`config.mk`:
```
export PLATFORM = sky130hd
export DESIGN_NAME = ex_alu_rs
export DESIGN_NICKNAME = d
export VERILOG_FILES = /design/src/rtl/ex_alu_rs.sv
export SDC_FILE = /design/constraint.sdc
export NUM_CORES = 1
export LEC_CHECK = 0
export BUFFER_PORTS_ARGS = -buffer_cell sky130_fd_sc_hd__buf_2
export CAP_MARGIN = 10
export CORE_ASPECT_RATIO = 1.4
export CORE_UTILIZATION = 52
export DETAILED_ROUTE_END_ITERATION = 8
export PLACE_DENSITY = 0.75
export SLEW_MARGIN = 20
export SYNTH_ARGS = -nofsm -noshare
export SYNTH_HDL_FRONTEND = slang
export SYNTH_SLANG_ARGS = --single-unit
export TNS_END_PERCENT = 1
```
`constraint.sdc`:
```
create_clock -name clk -period 3 [get_ports clk]
set_input_delay 0.45 -clock clk [delete_from_list [all_inputs] [get_ports clk]]
set_output_delay 0.45 -clock clk [all_outputs]
set_load 0.01 [all_outputs]
```
`src/rtl/ex_alu_rs.sv`:
```
// ALU reservation station: buffers decoded ALU ops, snoops the result bus for
// pending operands, and issues the lowest-index ready entry into registered outputs.
module ex_alu_rs #(
    parameter int DEPTH = 4,
    parameter int TAG_W = 4,
    parameter int OP_W  = 6
) (
    input  logic                     clk,
    input  logic                     rst_n,
    input  logic                     flush,
    input  logic                     alloc_valid,
    output logic                     alloc_ready,
    input  logic [OP_W-1:0]          alloc_op,
    input  logic [TAG_W-1:0]         alloc_tagx,
    input  logic [TAG_W-1:0]         alloc_tagy,
    input  logic [31:0]              alloc_datax,
    input  logic [31:0]              alloc_datay,
    input  logic [TAG_W-1:0]         alloc_tagw,
    input  logic [4:0]               alloc_target,
    input  logic                     cdb_valid,
    input  logic [TAG_W-1:0]         cdb_tag,
    input  logic [31:0]              cdb_data,
    output logic                     issue_valid,
    output logic [OP_W-1:0]          issue_op,
    output logic [TAG_W-1:0]         issue_tagx,
    output logic [TAG_W-1:0]         issue_tagy,
    output logic [TAG_W-1:0]         issue_tagw,
    output logic [31:0]              issue_datax,
    output logic [31:0]              issue_datay,
    output logic [4:0]               issue_target,
    output logic [$clog2(DEPTH):0]   count
);

    localparam int IDX_W = $clog2(DEPTH);
    localparam int CNT_W = IDX_W + 1;

    typedef struct packed {
        logic             valid;
        logic [OP_W-1:0]  op;
        logic [TAG_W-1:0] tagx;
        logic [TAG_W-1:0] tagy;
        logic [TAG_W-1:0] tagw;
        logic [31:0]      datax;
        logic [31:0]      datay;
        logic [4:0]       target;
    } entry_t;

    entry_t           ent [DEPTH];
    entry_t           new_ent;
    logic             issue_any;
    logic [IDX_W-1:0] issue_idx;
    logic [IDX_W-1:0] free_idx;
    logic             alloc_fire;
    logic             issue_fire;
    logic             byp_x;
    logic             byp_y;

    // Descending scan so the lowest index wins both selections.
    always_comb begin
        issue_any = 1'b0;
        issue_idx = '0;
        free_idx  = '0;
        for (int i = DEPTH - 1; i >= 0; i--) begin
            if (ent[i].valid && ent[i].tagx == '0 && ent[i].tagy == '0) begin
                issue_any = 1'b1;
                issue_idx = IDX_W'(i);
            end
            if (!ent[i].valid) begin
                free_idx = IDX_W'(i);
            end
        end
    end

    assign alloc_ready = (count < CNT_W'(DEPTH));
    assign alloc_fire  = alloc_valid && alloc_ready && !flush;
    assign issue_fire  = issue_any && !flush;

    // An operand broadcast in the allocation cycle is captured on the way in.
    assign byp_x = cdb_valid && (alloc_tagx != '0) && (cdb_tag == alloc_tagx);
    assign byp_y = cdb_valid && (alloc_tagy != '0) && (cdb_tag == alloc_tagy);

    always_comb begin
        new_ent        = '0;
        new_ent.valid  = 1'b1;
        new_ent.op     = alloc_op;
        new_ent.tagw   = alloc_tagw;
        new_ent.target = alloc_target;
        new_ent.tagx   = byp_x ? '0 : alloc_tagx;
        new_ent.datax  = byp_x ? cdb_data : alloc_datax;
        new_ent.tagy   = byp_y ? '0 : alloc_tagy;
        new_ent.datay  = byp_y ? cdb_data : alloc_datay;
    end

    always_ff @(posedge clk) begin
        if (!rst_n) begin
            for (int i = 0; i < DEPTH; i++) begin
                ent[i] <= '0;
            end
            count        <= '0;
            issue_valid  <= 1'b0;
            issue_op     <= '0;
            issue_tagx   <= '0;
            issue_tagy   <= '0;
            issue_tagw   <= '0;
            issue_datax  <= '0;
            issue_datay  <= '0;
            issue_target <= '0;
        end else if (flush) begin
            for (int i = 0; i < DEPTH; i++) begin
                ent[i].valid <= 1'b0;
            end
            count       <= '0;
            issue_valid <= 1'b0;
        end else begin
            for (int i = 0; i < DEPTH; i++) begin
                if (cdb_valid && ent[i].valid && ent[i].tagx == cdb_tag) begin
                    ent[i].tagx  <= '0;
                    ent[i].datax <= cdb_data;
                end
                if (cdb_valid && ent[i].valid && ent[i].tagy == cdb_tag) begin
                    ent[i].tagy  <= '0;
                    ent[i].datay <= cdb_data;
                end
                if (issue_fire && issue_idx == IDX_W'(i)) begin
                    ent[i].valid <= 1'b0;
                end
                // The free slot is never the issuing slot, so these never collide.
                if (alloc_fire && free_idx == IDX_W'(i)) begin
                    ent[i] <= new_ent;
                end
            end
            count       <= count + {{IDX_W{1'b0}}, alloc_fire} - {{IDX_W{1'b0}}, issue_fire};
            issue_valid <= issue_fire;
            if (issue_fire) begin
                issue_op     <= ent[issue_idx].op;
                issue_tagx   <= ent[issue_idx].tagx;
                issue_tagy   <= ent[issue_idx].tagy;
                issue_tagw   <= ent[issue_idx].tagw;
                issue_datax  <= ent[issue_idx].datax;
                issue_datay  <= ent[issue_idx].datay;
                issue_target <= ent[issue_idx].target;
            end
        end
    end

endmodule

```
==> impl_metrics.json, run 1 <==
{
  "timing.max_slew.rel_slack_pct": 19.39,
  "synth.distinct_cells": 48,
  "tritoncts_sinks": 443,
  "nNetsFinal": 2024,
  "critical_path.endpoint_type": "register",
  "post_cts_resized": 0,
  "startpoint_class_of_the_critical_path": "register",
  "die-area_sq_um": 40850,
  "p_leak_nw": 10.41,
  "mappedNetlistArea_sq_um": 20820,
  "die_height_um": 238.8,
  "filler_cell_count": 3131,
  "drt-wirelength-per-cell_um": 26.97,
  "post_drt_via_cell_ratio": 6.842,
  "vdd.ir_drop.worst_mv": 0.3375,
  "syn_nets": 1920,
  "final_period_minus_worst_setup_slack_ns": 2.862,
  "die-width_um": 171.1,
  "cts-hold-fix-buffers": 0,
  "power-per-cell-area_nw_per_um2": 573.8,
  "finish.cell_count_without_fillers": 2457,
  "cp.required_ns": 3.44,
  "hold_path_class": "input pin to register",
  "numCtsBuffers": 41,
  "postRouteWirelength_mm": 66.25,
  "achievable-frequency_mhz": 349.4,
  "drive_gt1_share_pct": 19.26,
  "global_route.usage.total_pct": 32.24,
  "synthCells": 1789,
  "port-buffer-count": 219,
  "synth_largest_type_area_fraction_pct": 50.19,
  "netlist_top_cells_area": "edfxtp_1 50%, dfxtp_1 9.1%, a31oi_1 9.1%",
  "worst-path-max-fanout": 9,
  "clockRootBuffer": "clkbuf_16",
  "synth_top_flop_cell": "edfxtp_1",
  "cts_setup_buffers": 0,
  "clkLatencyLatePin_ns": 0.56,
  "worstMarginPinSlew_ns": 1.209,
  "half_perimeter_wire_length_after_detailed_placement_mm": 38.06,
  "place.detailed.instances": 2378,
  "ys_async_sr_fraction_pct": 0,
  "area_growth_syn_to_fin_pct": 14.77,
  "synth.most_common_cell": "edfxtp_1",
  "routed-via-count": 16810,
  "num_rows": 86,
  "drt_first_iter_violations": 1660,
  "initial_core_util_pct": 52.87,
  "timing.setup.critical_path_class": "register to register",
  "htreeDepth": 2,
  "finalSetupViolCount": 0,
  "unrepaired_setup_endpoints_after_global_routing": "no",
  "ys.warnings.count": 0,
  "cts_tree": "yes",
  "num_io_pins": 220,
  "detailed_route_drc_error_count": 0,
  "antenna_violating_nets_post_route": 0,
  "grt_pass1_vias": 16772,
  "max_cap_viol_count": 0,
  "synth.ff_latch_count": 443,
  "final_hold_fails": 0,
  "grt_pass1_wl_mm": 98.42,
  "synth_sequential_area_ratio_pct": 59.33,
  "number_of_antenna_violations_at_the_first_check_in_global_routing": 7,
  "largest_net_degree_at_the_start_of_global_routing": 129,
  "worst-endpoint-arrival_ns": 3.30,
  "gr-total-overflow": 0,
  "core_sq_um": 39380,
  "run_status": "completed",
  "final.period_utilization_pct": 95.39,
  "global_placer_s_final_weighted_congestion": 0.9292,
  "synth_common_cells": "348 x edfxtp_1, 302 x a31oi_1, 142 x clkbuf_1",
  "first_pass_iters": 6,
  "max-clock-path-buffers": 3,
  "yosysTopAreaCell": "edfxtp_1",
  "whs_ns": 0.2360,
  "clock_pin_slew_worst_setup_and_hold_paths_ns": 0.07,
  "clock-skew-final_ns": 0.02196,
  "post_synth_edffs": 348,
  "postSynthAreaPerCell_sq_um": 11.64,
  "finalMaxSlewViolations": 0
}
[metal layers]
| layer | wire, um | track usage [%] | up-vias | share of wire [%] |
|---|---|---|---|---|
| li1 | - | - | 7194 | - |
| met2 | 32830 | 53.13 | 1149 | 50 |
| met4 | 3309 | 19.05 | 8 | 5.0 |
| met1 | 23100 | 38.86 | 8225 | 35 |
| met5 | 48 | 0 | - | 0.072 |
| met3 | 6964 | 6.672 | 234 | 11 |
[path summary, 6_finish.rpt]
kind,from,to,slack [ns],cells past startpoint
max reg2reg,ent[0][73],count[2],0.14,13
max,ent[0][73],count[2],0.14,13
min,alloc_datay[28],ent[2][33],0.24,2
min reg2reg,issue_tagx[1],issue_tagx[1],0.49,1
[critical path: stages, from the launching register on]
cell and delay (ns):
edfxtp_1 0.42, nor4_2 0.36, and4b_4 0.31, nor2_4 0.05, a31o_2 0.27, inv_2 0.08
ha_1 0.22, inv_1 0.06, ha_1 0.15, inv_1 0.06, fa_1 0.41, xnor2_1 0.19
xnor2_1 0.14, nor2_1 0.05
[cell families after synthesis]
group	share of synthesized area [%]
AOI/OAI and AO/OA	22.52
DFF	59.33
buffers and inverters	4.928
and+or+nand+nor	5.168
muxes	6.154
xor gates and xnor gates	1.683
adders and majority gates	0.2163
[stage by stage]
| stage | setup WS, ns | instance area [sq um] | power, mW | TNS, ns | utilization (%) |
|---|---|---|---|---|---|
| finish | 0.1383 | 23900 | 13.71 | 0 | 60.67 |
| global route | 0.04939 | 23890 | 14.03 | 0 | 60.67 |
| CTS | 0.05953 | 23880 | 13.69 | 0 | 60.62 |
| detailed placement | 0.08020 | 22520 | 8.471 | 0 | 57.18 |
| global placement | 0.1721 | 22520 | 8.410 | 0 | 57.18 |
| floorplan | -0.06888 | 20870 | 7.941 | -4.761 | - |
[power by group]
part	total, mW	internal [mW]	switching [mW]
combinational	1.27	0.425	0.843
clock	5.33	3.05	2.28
sequential	7.11	6.99	0.124
[placed cells by master, fill, tap and decap left out, types with 14 or more instances in the layout]
master and instances:
clkbuf_16 43, o22ai_1 79, xor2_1 17, buf_4 45
clkbuf_1 14, o21ai_0 69, nand2_1 94, xnor2_1 21
dfxtp_1 95, mux2i_1 128, edfxtp_1 348, o21ai_1 14
a31oi_1 302, a22o_1 128, a21o_1 80, nor2_1 69
buf_2 217, buf_12 20, inv_1 24
[sequential cells by signal (all words and copies together) (netlist names)]
register	count
ent	352
issue_datax	32
issue_datay	32
issue_op	6
issue_target	5
issue_tagw	4
issue_tagx	4
issue_tagy	4
count	3
issue_valid	1
[cell type report]
| type | instances | area, sq um | share of cell area (%) |
|---|---|---|---|
| tap | 528 | 660.6 | 2.765 |
| timing repair buffer | 282 | 1824 | 7.634 |
| antenna | 3 | 7.507 | 0.03142 |
| sequential | 443 | 12350 | 51.69 |
| inverter | 26 | 97.59 | 0.4084 |
| multi-input combinational | 1099 | 7596 | 31.79 |
| clock inverter | 13 | 146.4 | 0.6126 |
| clock buffer | 63 | 1211 | 5.069 |
No activity file was read; power rests on OpenSTA's default activity.
==> run 2, diff against run 1 <==
--- a/config.mk
+++ b/config.mk
@@ -9,8 +9,10 @@
 export CAP_MARGIN = 10
 export CORE_ASPECT_RATIO = 1.4
 export CORE_UTILIZATION = 52
+export CTS_CLUSTER_DIAMETER = 30
 export DETAILED_ROUTE_END_ITERATION = 8
 export PLACE_DENSITY = 0.75
+export RECOVER_POWER = 50
 export SLEW_MARGIN = 20
 export SYNTH_ARGS = -nofsm -noshare
 export SYNTH_HDL_FRONTEND = slang
==> impl_metrics.json, run 2 (synthesis gave the netlist of run 1 again) <==
{
  "antenna_violating_nets_post_route": 0,
  "place_area_sq_um": 22520,
  "htreeDepth": 2,
  "num_rows": 86,
  "die_height_um": 238.8,
  "regMostFlops": "ent",
  "global_route.usage.total_pct": 32.42,
  "post_drt_via_cell_ratio": 6.806,
  "first_pass_iters": 5,
  "cp.required_ns": 3.21,
  "die-area_sq_um": 40850,
  "final_period_minus_worst_setup_slack_ns": 2.895,
  "grt_pass1_vias": 16924,
  "drive_gt1_share_pct": 15.72,
  "finalWorstSetupSlack_ns": 0.1055,
  "finish.cell_count_without_fillers": 2490,
  "final.period_utilization_pct": 96.48,
  "tritoncts_sinks": 443,
  "unrepaired_setup_endpoints_after_global_routing": "no",
  "port-buffer-count": 219,
  "max_cap_viol_count": 0,
  "largest_net_degree_at_the_start_of_global_routing": 129,
  "most-common-layout-cells": "348 x edfxtp_1, 302 x a31oi_1, 128 x a22o_1, 128 x mux2i_1, 124 x buf_2",
  "largest_reg_flops": 352,
  "grt_pass1_wl_mm": 98.90,
  "drt-wirelength-per-cell_um": 26.65,
  "startpoint_class_of_the_critical_path": "input pin",
  "timing.max_slew.rel_slack_pct": 12.17,
  "numCtsBuffers": 58,
  "routed-via-count": 16948,
  "filler_cell_count": 3149,
  "layout_top_registers": "ent (352), issue_datax (32), issue_datay (32)",
  "timing.setup.critical_path_class": "input pin to register",
  "global_placer_s_final_weighted_congestion": 0.9292,
  "half_perimeter_wire_length_after_detailed_placement_mm": 38.06,
  "fin_util_pct": 61.55,
  "gr-total-overflow": 0,
  "finalSetupViolCount": 0,
  "place.detailed.instances": 2378,
  "num_io_pins": 220,
  "worst-endpoint-arrival_ns": 3.11,
  "cts_setup_buffers": 0,
  "clockRootBuffer": "clkbuf_16",
  "worst-path-max-fanout": 25,
  "cts_tree": "yes",
  "detailed_route_drc_error_count": 0,
  "drt_first_iter_violations": 1884,
  "p_leak_nw": 10.22,
  "area_growth_syn_to_fin_pct": 16.42,
  "max-clock-path-buffers": 3,
  "whs_ns": 0.1880,
  "power-per-cell-area_nw_per_um2": 632.8,
  "vdd.ir_drop.worst_mv": 0.4445,
  "dpl_worst_slack_ns": 0.08020,
  "clock_pin_slew_worst_setup_and_hold_paths_ns": 0.06,
  "most_frequent_standard_cell_in_the_layout_excluding_fill_and_tap_cells": "edfxtp_1",
  "clock-skew-final_ns": 0.01876,
  "nNetsFinal": 2041,
  "die-width_um": 171.1,
  "design_area_sq_um": 24240,
  "worstMarginPinSlew_ns": 1.317,
  "number_of_antenna_violations_at_the_first_check_in_global_routing": 6,
  "clkLatencyLatePin_ns": 0.60,
  "finalMaxSlewViolations": 0,
  "achievable-frequency_mhz": 345.5,
  "postRouteWirelength_mm": 66.35,
  "critical_path.endpoint_type": "register",
  "run_status": "completed",
  "final_hold_fails": 0,
  "initial_core_util_pct": 52.87,
  "hold_path_class": "input pin to register",
  "core_sq_um": 39380
}
## run 2: metrics by stage
step                TNS [ns]  power, mW
detailed placement         0      8.471
finish                     0      15.34
floorplan             -4.761      7.941
global route               0      15.69
global placement           0      8.410
CTS                        0      15.34
## run 2: per-layer routing
| metal | global-route usage, % | part of all wire, % |
|---|---|---|
| met1 | 39.54 | 35 |
| met2 | 52.92 | 49 |
| met3 | 6.374 | 11 |
| met4 | 19.67 | 5.4 |
| met5 | 0 | 0.074 |
## run 2: power by group
part | internal (mW) | switching [mW]
registers | 7.00 | 0.125
logic | 0.394 | 0.837
clock network | 4.15 | 2.84
total | 11.5 | 3.80
## run 2: final cells by class
| cell class | count | area (sq um) | share of cell area (%) |
|---|---|---|---|
| flip-flops and latches | 443 | 12350 | 50.96 |
| multi-input cells | 1099 | 7561 | 31.19 |
| repair buffers | 282 | 1580 | 6.520 |
| clock buffers | 64 | 1515 | 6.251 |
| well taps | 528 | 660.6 | 2.726 |
| clock inverters | 45 | 464.2 | 1.915 |
| inverters | 26 | 97.59 | 0.4026 |
| diodes | 3 | 7.507 | 0.03097 |
## run 2: path summary, 6_finish.rpt
kind              startpoint            end  slack [ns]  depth (start not counted)
min reg2reg    issue_tagx[1]  issue_tagx[1]        0.49                          1
max reg2reg       ent[0][73]       count[2]        0.11                         13
min          alloc_target[3]      ent[3][3]        0.19                          3
max               cdb_tag[3]     ent[3][59]        0.11                          7
## run 2: critical path, stage by stage
cell	delay (ns)
clkbuf_1	0.66
xor2_1	0.14
nor4_1	0.35
clkbuf_1	0.22
nand4_1	0.25
nand3_1	0.26
clkbuf_2	0.71
## run 2: timing repair
action | 4_1_cts | 5_1_grt
resized for setup | 0 | 2
hold buffers | 0 | 0
endpoints found under the setup margin | 0 | 35
